<file path="config.mk">
export PLATFORM = sky130hd
export DESIGN_NAME = pusha_popa_sequencer
export DESIGN_NICKNAME = d
export VERILOG_FILES = /design/src/rtl/pusha_popa_sequencer_pkg.sv /design/src/rtl/pusha_popa_sequencer.sv
export SDC_FILE = /design/constraint.sdc
export NUM_CORES = 1
export LEC_CHECK = 0
export CAP_MARGIN = 25
export CORE_UTILIZATION = 30
export DETAILED_ROUTE_END_ITERATION = 10
export GPL_TIMING_DRIVEN = 0
export HOLD_SLACK_MARGIN = 0.06
export PLACE_DENSITY = 0.61
export SETUP_SLACK_MARGIN = 0.05
export SLEW_MARGIN = 10
export SYNTH_ARGS = -nofsm -noshare
export SYNTH_HDL_FRONTEND = slang
export SYNTH_SLANG_ARGS = --single-unit
</file>
<file path="constraint.sdc">
create_clock -name clk -period 3.8 [get_ports clk]
set_input_delay 0.95 -clock clk [delete_from_list [all_inputs] [get_ports clk]]
set_output_delay 0.95 -clock clk [all_outputs]
set_load 0.05 [all_outputs]
</file>
<file path="src/rtl/pusha_popa_sequencer_pkg.sv">
// Shared state encoding and GPR index map for the PUSHA/POPA sequencer.
package pusha_popa_sequencer_pkg;

    typedef enum logic [2:0] {
        S_IDLE,
        S_LOAD_SP,
        S_CAPTURE_SP,
        S_FETCH,
        S_STORE,
        S_POP,
        S_WRITE_SP,
        S_DONE
    } state_t;

    localparam logic [2:0] AX_IDX = 3'd0;
    localparam logic [2:0] CX_IDX = 3'd1;
    localparam logic [2:0] DX_IDX = 3'd2;
    localparam logic [2:0] BX_IDX = 3'd3;
    localparam logic [2:0] SP_IDX = 3'd4;
    localparam logic [2:0] BP_IDX = 3'd5;
    localparam logic [2:0] SI_IDX = 3'd6;
    localparam logic [2:0] DI_IDX = 3'd7;

    localparam logic [15:0] WORD_BYTES = 16'd2;

endpackage

</file>
<file path="src/rtl/pusha_popa_sequencer.sv">
// PUSHA/POPA micro-sequencer over a 1-cycle-latency GPR port; zero-wait PUSHA 19 / POPA 12 cycles.
// Each stack access stalls in place (address/data held) until mem_ack; ack is accepted combinationally.
module pusha_popa_sequencer
    import pusha_popa_sequencer_pkg::*;
(
    input  logic        clk,
    input  logic        reset,
    input  logic        start,
    input  logic        is_pop,
    output logic        busy,
    output logic        done,
    output logic [2:0]  rf_rd_sel,
    input  logic [15:0] rf_rd_val,
    output logic [2:0]  rf_wr_sel,
    output logic [15:0] rf_wr_val,
    output logic        rf_wr_en,
    output logic        rf_is_8_bit,
    output logic        mem_req,
    output logic        mem_wr,
    output logic [15:0] mem_addr,
    output logic [15:0] mem_wr_data,
    input  logic        mem_ack,
    input  logic [15:0] mem_rd_data
);

    state_t      r_state;
    logic        r_is_pop;
    logic [2:0]  r_idx;
    logic [15:0] r_sp_ptr;
    logic [15:0] r_sp_orig;

    state_t      w_state_nxt;
    logic        w_is_pop_nxt;
    logic [2:0]  w_idx_nxt;
    logic [15:0] w_sp_ptr_nxt;
    logic [15:0] w_sp_orig_nxt;
    logic        w_rf_wr_en;
    logic        w_mem_req;

    always_ff @(posedge clk) begin
        if (reset) begin
            r_state   <= S_IDLE;
            r_is_pop  <= 1'b0;
            r_idx     <= 3'd0;
            r_sp_ptr  <= 16'd0;
            r_sp_orig <= 16'd0;
        end else begin
            r_state   <= w_state_nxt;
            r_is_pop  <= w_is_pop_nxt;
            r_idx     <= w_idx_nxt;
            r_sp_ptr  <= w_sp_ptr_nxt;
            r_sp_orig <= w_sp_orig_nxt;
        end
    end

    always_comb begin
        w_state_nxt   = r_state;
        w_is_pop_nxt  = r_is_pop;
        w_idx_nxt     = r_idx;
        w_sp_ptr_nxt  = r_sp_ptr;
        w_sp_orig_nxt = r_sp_orig;
        w_rf_wr_en    = 1'b0;
        w_mem_req     = 1'b0;
        done          = 1'b0;
        rf_rd_sel     = 3'd0;
        rf_wr_sel     = 3'd0;
        rf_wr_val     = 16'd0;
        mem_wr        = 1'b0;
        mem_addr      = 16'd0;
        mem_wr_data   = 16'd0;

        case (r_state)
            S_IDLE: begin
                if (start) begin
                    w_state_nxt  = S_LOAD_SP;
                    w_is_pop_nxt = is_pop;
                end
            end
            S_LOAD_SP: begin
                rf_rd_sel   = SP_IDX;
                w_state_nxt = S_CAPTURE_SP;
            end
            S_CAPTURE_SP: begin
                w_sp_orig_nxt = rf_rd_val;
                w_sp_ptr_nxt  = rf_rd_val;
                if (r_is_pop) begin
                    w_idx_nxt   = DI_IDX;
                    w_state_nxt = S_POP;
                end else begin
                    w_idx_nxt   = AX_IDX;
                    w_state_nxt = S_FETCH;
                end
            end
            S_FETCH: begin
                rf_rd_sel   = r_idx;
                w_state_nxt = S_STORE;
            end
            S_STORE: begin
                // Keep the read select on idx so rf_rd_val stays stable across wait states.
                rf_rd_sel   = r_idx;
                w_mem_req   = 1'b1;
                mem_wr      = 1'b1;
                mem_addr    = r_sp_ptr - WORD_BYTES;
                mem_wr_data = (r_idx == SP_IDX) ? r_sp_orig : rf_rd_val;
                if (mem_ack) begin
                    w_sp_ptr_nxt = r_sp_ptr - WORD_BYTES;
                    w_idx_nxt    = r_idx + 3'd1;
                    if (r_idx == DI_IDX) begin
                        w_state_nxt = S_WRITE_SP;
                    end else if ((r_idx + 3'd1) == SP_IDX) begin
                        w_state_nxt = S_STORE;
                    end else begin
                        w_state_nxt = S_FETCH;
                    end
                end
            end
            S_POP: begin
                w_mem_req = 1'b1;
                mem_addr  = r_sp_ptr;
                if (mem_ack) begin
                    // The stacked SP slot is skipped; SP is rebuilt from the pointer instead.
                    if (r_idx != SP_IDX) begin
                        w_rf_wr_en = 1'b1;
                        rf_wr_sel  = r_idx;
                        rf_wr_val  = mem_rd_data;
                    end
                    w_sp_ptr_nxt = r_sp_ptr + WORD_BYTES;
                    w_idx_nxt    = r_idx - 3'd1;
                    if (r_idx == AX_IDX) begin
                        w_state_nxt = S_WRITE_SP;
                    end
                end
            end
            S_WRITE_SP: begin
                w_rf_wr_en  = 1'b1;
                rf_wr_sel   = SP_IDX;
                rf_wr_val   = r_sp_ptr;
                w_state_nxt = S_DONE;
            end
            S_DONE: begin
                done        = 1'b1;
                w_state_nxt = S_IDLE;
            end
            default: begin
                w_state_nxt = S_IDLE;
            end
        endcase
    end

    // Reset aborts immediately, so no request or write may escape in the reset cycle itself.
    assign rf_wr_en    = w_rf_wr_en & ~reset;
    assign mem_req     = w_mem_req & ~reset;
    assign busy        = (r_state != S_IDLE);
    assign rf_is_8_bit = 1'b0;

endmodule

</file>
# Word-level counts from Yosys, hierarchy flattened
# Index checks and enable logic that the tools add are counted.
totals:
  inputBits: 37
  regBits: 39
classes:
  mux: 31
  addsub: 4
  n_bitwise: 3
  n_eq_ne: 15
  n_reduce_logical: 9
op_table:
  columns: ["op", "n"]
  rows:
  - ["$mux 16", 6]
  - ["$pmux 16 s2", 2]
  - ["$pmux 16 s3", 1]
  - ["$mux 3", 12]
  - ["$pmux 3 s8", 1]
  - ["$eq 3x3->1 const B", 7]
  - ["$add 16x2->16 const B", 1]
  - ["$sub 16x2->16 const B", 1]
  - ["$pmux 3 s2", 2]
  - ["$pmux 3 s3", 1]
  - ["$ne 2x2->1 const B", 4]
  - ["$eq 3x2->1 const B", 2]
  - ["$logic_not 3->1", 2]
  - ["$reduce_bool 3->1", 2]
  - ["$mux 1", 5]
  - ["$reduce_and 4->1", 1]
  - ["$reduce_or 2->1", 2]
  - ["$add 3x1->3 const B", 1]
  - ["$eq 3x1->1 const B", 1]
  - ["$ne 3x3->1 const B", 1]
  - ["$reduce_and 3->1", 1]
  - ["$sub 3x1->3 const B", 1]
  - ["$and 1x1->1", 2]
  - ["$pmux 1 s2", 1]
  - ["other kinds (2)", 2]

# Longest topological paths before layout
depth:
  ltp_word: 6
  depth_mapped: 9

# Least setup slack after synthesis
# Ideal clock, no wire load.
synth_path:
  path_kind: "register -> output"
  start: "register r_sp_ptr[1]"
  end: "output mem_addr[13]"
  path_slack_ns: -0.106
  arrival_ns: 2.956
  path_buffers: 2
  stages_incl_launch_ff: 9
  required_ns: 2.850
  path_cell_list: "dfxtp_1 -> clkbuf_1 -> inv_1 -> ha_1 -> or4b_1 -> buf_2 -> or4b_4 -> or3_1 -> a21oi_1"
synth_between:
  elab_chain_len: 2
synth_lines:
  columns: ["element", "line", "source"]
  rows:
  - ["start: declaration", "pusha_popa_sequencer.sv:29", "logic [15:0] r_sp_ptr;"]
  - ["start signal: assignment", "pusha_popa_sequencer.sv:51", "r_sp_ptr <= w_sp_ptr_nxt;"]
  - ["$sub 16x2->16", "pusha_popa_sequencer.sv:103", "mem_addr = r_sp_ptr - WORD_BYTES;"]
  - ["$pmux 16 s2", "pusha_popa_sequencer.sv:72", "case (r_state)"]
  - ["end: declaration", "pusha_popa_sequencer.sv:20", "output logic [15:0] mem_addr,"]
# Every way passes these cells.

# Worst setup path after layout
# Same ends and word-level chain as after synthesis.

==> results.md <==
- Setup crit end: mem_addr[13]
- F_max: between 200 and 300 MHz
- Worst-Margin Slew: between 0.6 and 0.7 ns
- Vias after detailed routing: ~4000
- Sequential area share after synthesis: between 20% and 30%
- # H-tree levels: 2
- Routed WL: 12140 um
- Critical setup path kind: reg -> out
- Global-route usage over all layers: a little over a fifth
- Clock transition at the registers of the reported paths: approximately 0.080 ns
- FF-to-FF Start: r_sp_ptr[1]
- Synth warnings: 0
- Nets: ~620
- Logic pwr share: between 70% and 80%
- Grt ovf: 0
- Vias in the first global route: approximately 3600
- Die Wd: between 100 and 150 um
- Final design utilization: between 40% and 50%
- Area added between synthesis and finish: 42.24%
- Skew-Pair Late Insertion Delay: around 0.3 ns
- CP Launch Point: r_sp_ptr[1]
- Max_slew headroom: roughly three fifths
- Post-Syn Area: between 3000 and 4000 um2
- First-pass iteration count of the detailed router: 5
- Syn avg cell area: 6.654 um2
- Largest area contributor in the netlist: dfxtp_1
- Period utilization: a little over nine tenths
- P per Cell Area: roughly 940 nW/um2
- Routed vias/inst: about 5.4
- HPWL after DPL: between 8000 and 9000 um
- Clock Power Share: between 10% and 20%
- Commonest non-fill, non-tap cell in the layout: nand2_1
- Status: completed
- Post-synth net total: roughly 520
- Root Driver: clkbuf_8
- Fin Hold WS: ~0.46 ns
- Max FO, Critical Path: 8
- Critical Path Slowest Stage Cell: or4b_4
- Startpoint types: flop
- Setup violations, final: 0
- PortBufs: 94
- Clock Path Buffers: 2
- Hold_buf cts: 0
- Fraction of final layout cells sized beyond drive strength 1: 11.34%
- # fillers: between 1000 and 1500
- CTS sink count: 39
- Peak supply drop: approximately 410 uV
- Initial Util: 30.75%
- Max stage delay on crit path: around 0.56 ns
- R2r setup slk: 1.30 ns
- Core Footprint: 10280 um2
- Int Pwr: around 1.9 mW
- Sequential power share: ~15%
- Syn Inst Count: roughly 480
- Async SR Flop Fraction: 0%
- RSZ-0062 raised after global routing: yes
- Tmin final: around 3.8 ns
- R2R cell count: 9
- Final Hold Vio Count: 0
- Routed wire per std cell: about 17 um
- Worst hold stages: 2
- Switch share: 54.22%
- Predominant post-synthesis flop cell: dfxtp_1
- Library cells used by synthesis: 58
- Placer Congestion: 0.8662
- Synth top area cells: dfxtp_1 (25%), nand2_1 (11%), a21oi_1 (10%)
- Synth top area share: between 20 and 25%
- Die height: around 100 um
- Crit end category: output port
- Fin. max-slew vios: 0
- Most frequent cells in the layout: nand2_1 (93), a21oi_1 (63), clkdlybuf4s50_1 (51)
- I/O pins: 97
- Worst Path Arrival: between 2 and 3 ns
- Setup Skew: 0.006239 ns
- Net switching power: between 2 and 2.5 mW
- Antenna cells: 0
- Final ANT Viol Nets: 0
- LEAKAGE: 1.812 nW
- DR DRC count: 0
- Rows: 37
- Reg-to-Reg End: r_sp_ptr[15]
- Initial DRC count: roughly 240
- Die footprint: ~11000 um2
- Max-cap viol count: 0
- CTS tree: built
- Global-route wire length before repair: 19110 um
- FF+latch count, synth: 39
- Post-synth EDFFs: 0
- Antenna violations before repair: 0
- Crit-path cells: inv_2 > ha_4 > or4b_4 > buf_6 > or4b_4 > or3_4 > a21oi_4 > buf_6
- Worst path required time: ~2.9 ns
- CTS Buf Count: 5
- Hold Crit Class: reg -> reg
- Largest net degree at the start of global routing: 13
[cells in the mapped netlist, types with 2 or more instances]
cell,number
nand3_1,8
clkbuf_1,43
a311oi_1,2
inv_1,10
mux2i_1,2
a21o_1,2
a22o_1,16
and2_1,8
buf_1,3
o221a_2,2
o31a_1,2
a21oi_1,64
and3_1,4
nand2b_1,4
o21a_1,5
nor4_1,5
ha_1,6
a211o_1,3
buf_2,3
a31oi_1,3
or4_1,2
nor3_1,11
o21ai_0,19
and4_1,3
o211ai_1,6
nand2_1,93
xor2_1,8
dfxtp_1,39
o41ai_1,2
nor2b_1,3
nor2_1,45
nor3b_1,2
nand3b_1,2
a211oi_1,7
xnor2_1,12
and4b_1,2
o221ai_1,2
or3_1,2
[layout make-up]
| class | count | area, um2 | area share (%) |
|---|---|---|---|
| Buffer | 47 | 203.9 | 4.537 |
| Multi-Input combinational cell | 375 | 2190 | 48.71 |
| Timing Repair Buffer | 102 | 967.2 | 21.51 |
| Sequential cell | 39 | 788.3 | 17.53 |
| Clock inverter | 2 | 60.06 | 1.336 |
| Clock buffer | 6 | 72.57 | 1.614 |
| Inverter | 11 | 43.79 | 0.9741 |
| Tap cell | 136 | 170.2 | 3.785 |
[layer usage]
layer / routed length [um] / global-route usage, % / share of wire [%] / up-vias
met5: 0 / 0 / 0 / -
met4: 366 / 8.149 / 3.0 / 0
met3: 814 / 3.993 / 6.7 / 29
met2: 5386 / 34.82 / 44 / 165
met1: 5575 / 29.51 / 46 / 1817
li1: - / - / - / 1876
[critical path: cells and delay by family, from the launching register on]
kind | cells | cell delay (ns)
flip-flops | 1 | 0.38
AO/OA/AOI/OAI | 1 | 0.18
AND/OR/NAND/NOR | 3 | 1.38
buffers and inverters | 3 | 0.41
adder cells (fa/ha/maj) | 1 | 0.15
[how the worst min path moves through the flow]
stage / to / from
CTS: r_sp_orig[15] / r_sp_orig[15]
global placement: r_sp_orig[15] / r_sp_orig[15]
floorplan: r_sp_orig[0] / r_sp_orig[0]
finish: r_sp_orig[15] / r_sp_orig[15]
detailed placement: r_sp_orig[15] / r_sp_orig[15]
global route: r_sp_orig[15] / r_sp_orig[15]
[repair_timing]
item	CTS	global route
endpoints found under the setup margin	53	22
setup buffers	0	7
gates resized for setup	91	29
pin swaps	2	2
cloned	0	0
[state kept, by name (all words and copies together), names as in the netlist]
register	cells
r_state	3
r_sp_ptr	16
r_sp_orig	16
r_is_pop	1
r_idx	3
[cells by family after synthesis]
family	after synthesis	synth area share [%]
adder cells (fa/ha/maj)	6	2.375
AND/OR/NAND/NOR	201	29.85
other	1	0.1187
AO/OA/AOI/OAI	145	29.30
multiplexers	2	0.6334
buffers and inverters	61	7.482
XOR/XNOR	20	5.542
flip-flops	39	24.70
[stage by stage]
stage / std cells / TNS, ns / worst slack [ns] / instance area [um2] / total power, mW
6_report: 718 / 0 / 0.04141 / 4496 / 4.208
5_1_grt: 718 / 0 / 0.01509 / 4496 / 4.504
4_1_cts: 711 / -0.02873 / -0.02873 / 4410 / 4.042
3_5_place_dp: 706 / -10.48 / -0.6636 / 4280 / 3.635
3_3_place_gp: 705 / -9.925 / -0.6002 / 4275 / 3.597
2_1_floorplan: 475 / 0 / 0.09394 / 3164 / 2.797
[power groups by stage]
stage	combinational, mW	clock [mW]	sequential, mW
2_1_floorplan	2.19	0	0.609
3_3_place_gp	2.96	0	0.635
3_5_place_dp	3.00	0	0.639
4_1_cts	2.97	0.434	0.643
5_1_grt	3.39	0.449	0.660
6_report	3.14	0.425	0.644
Power figures use the tool's default switching activity.
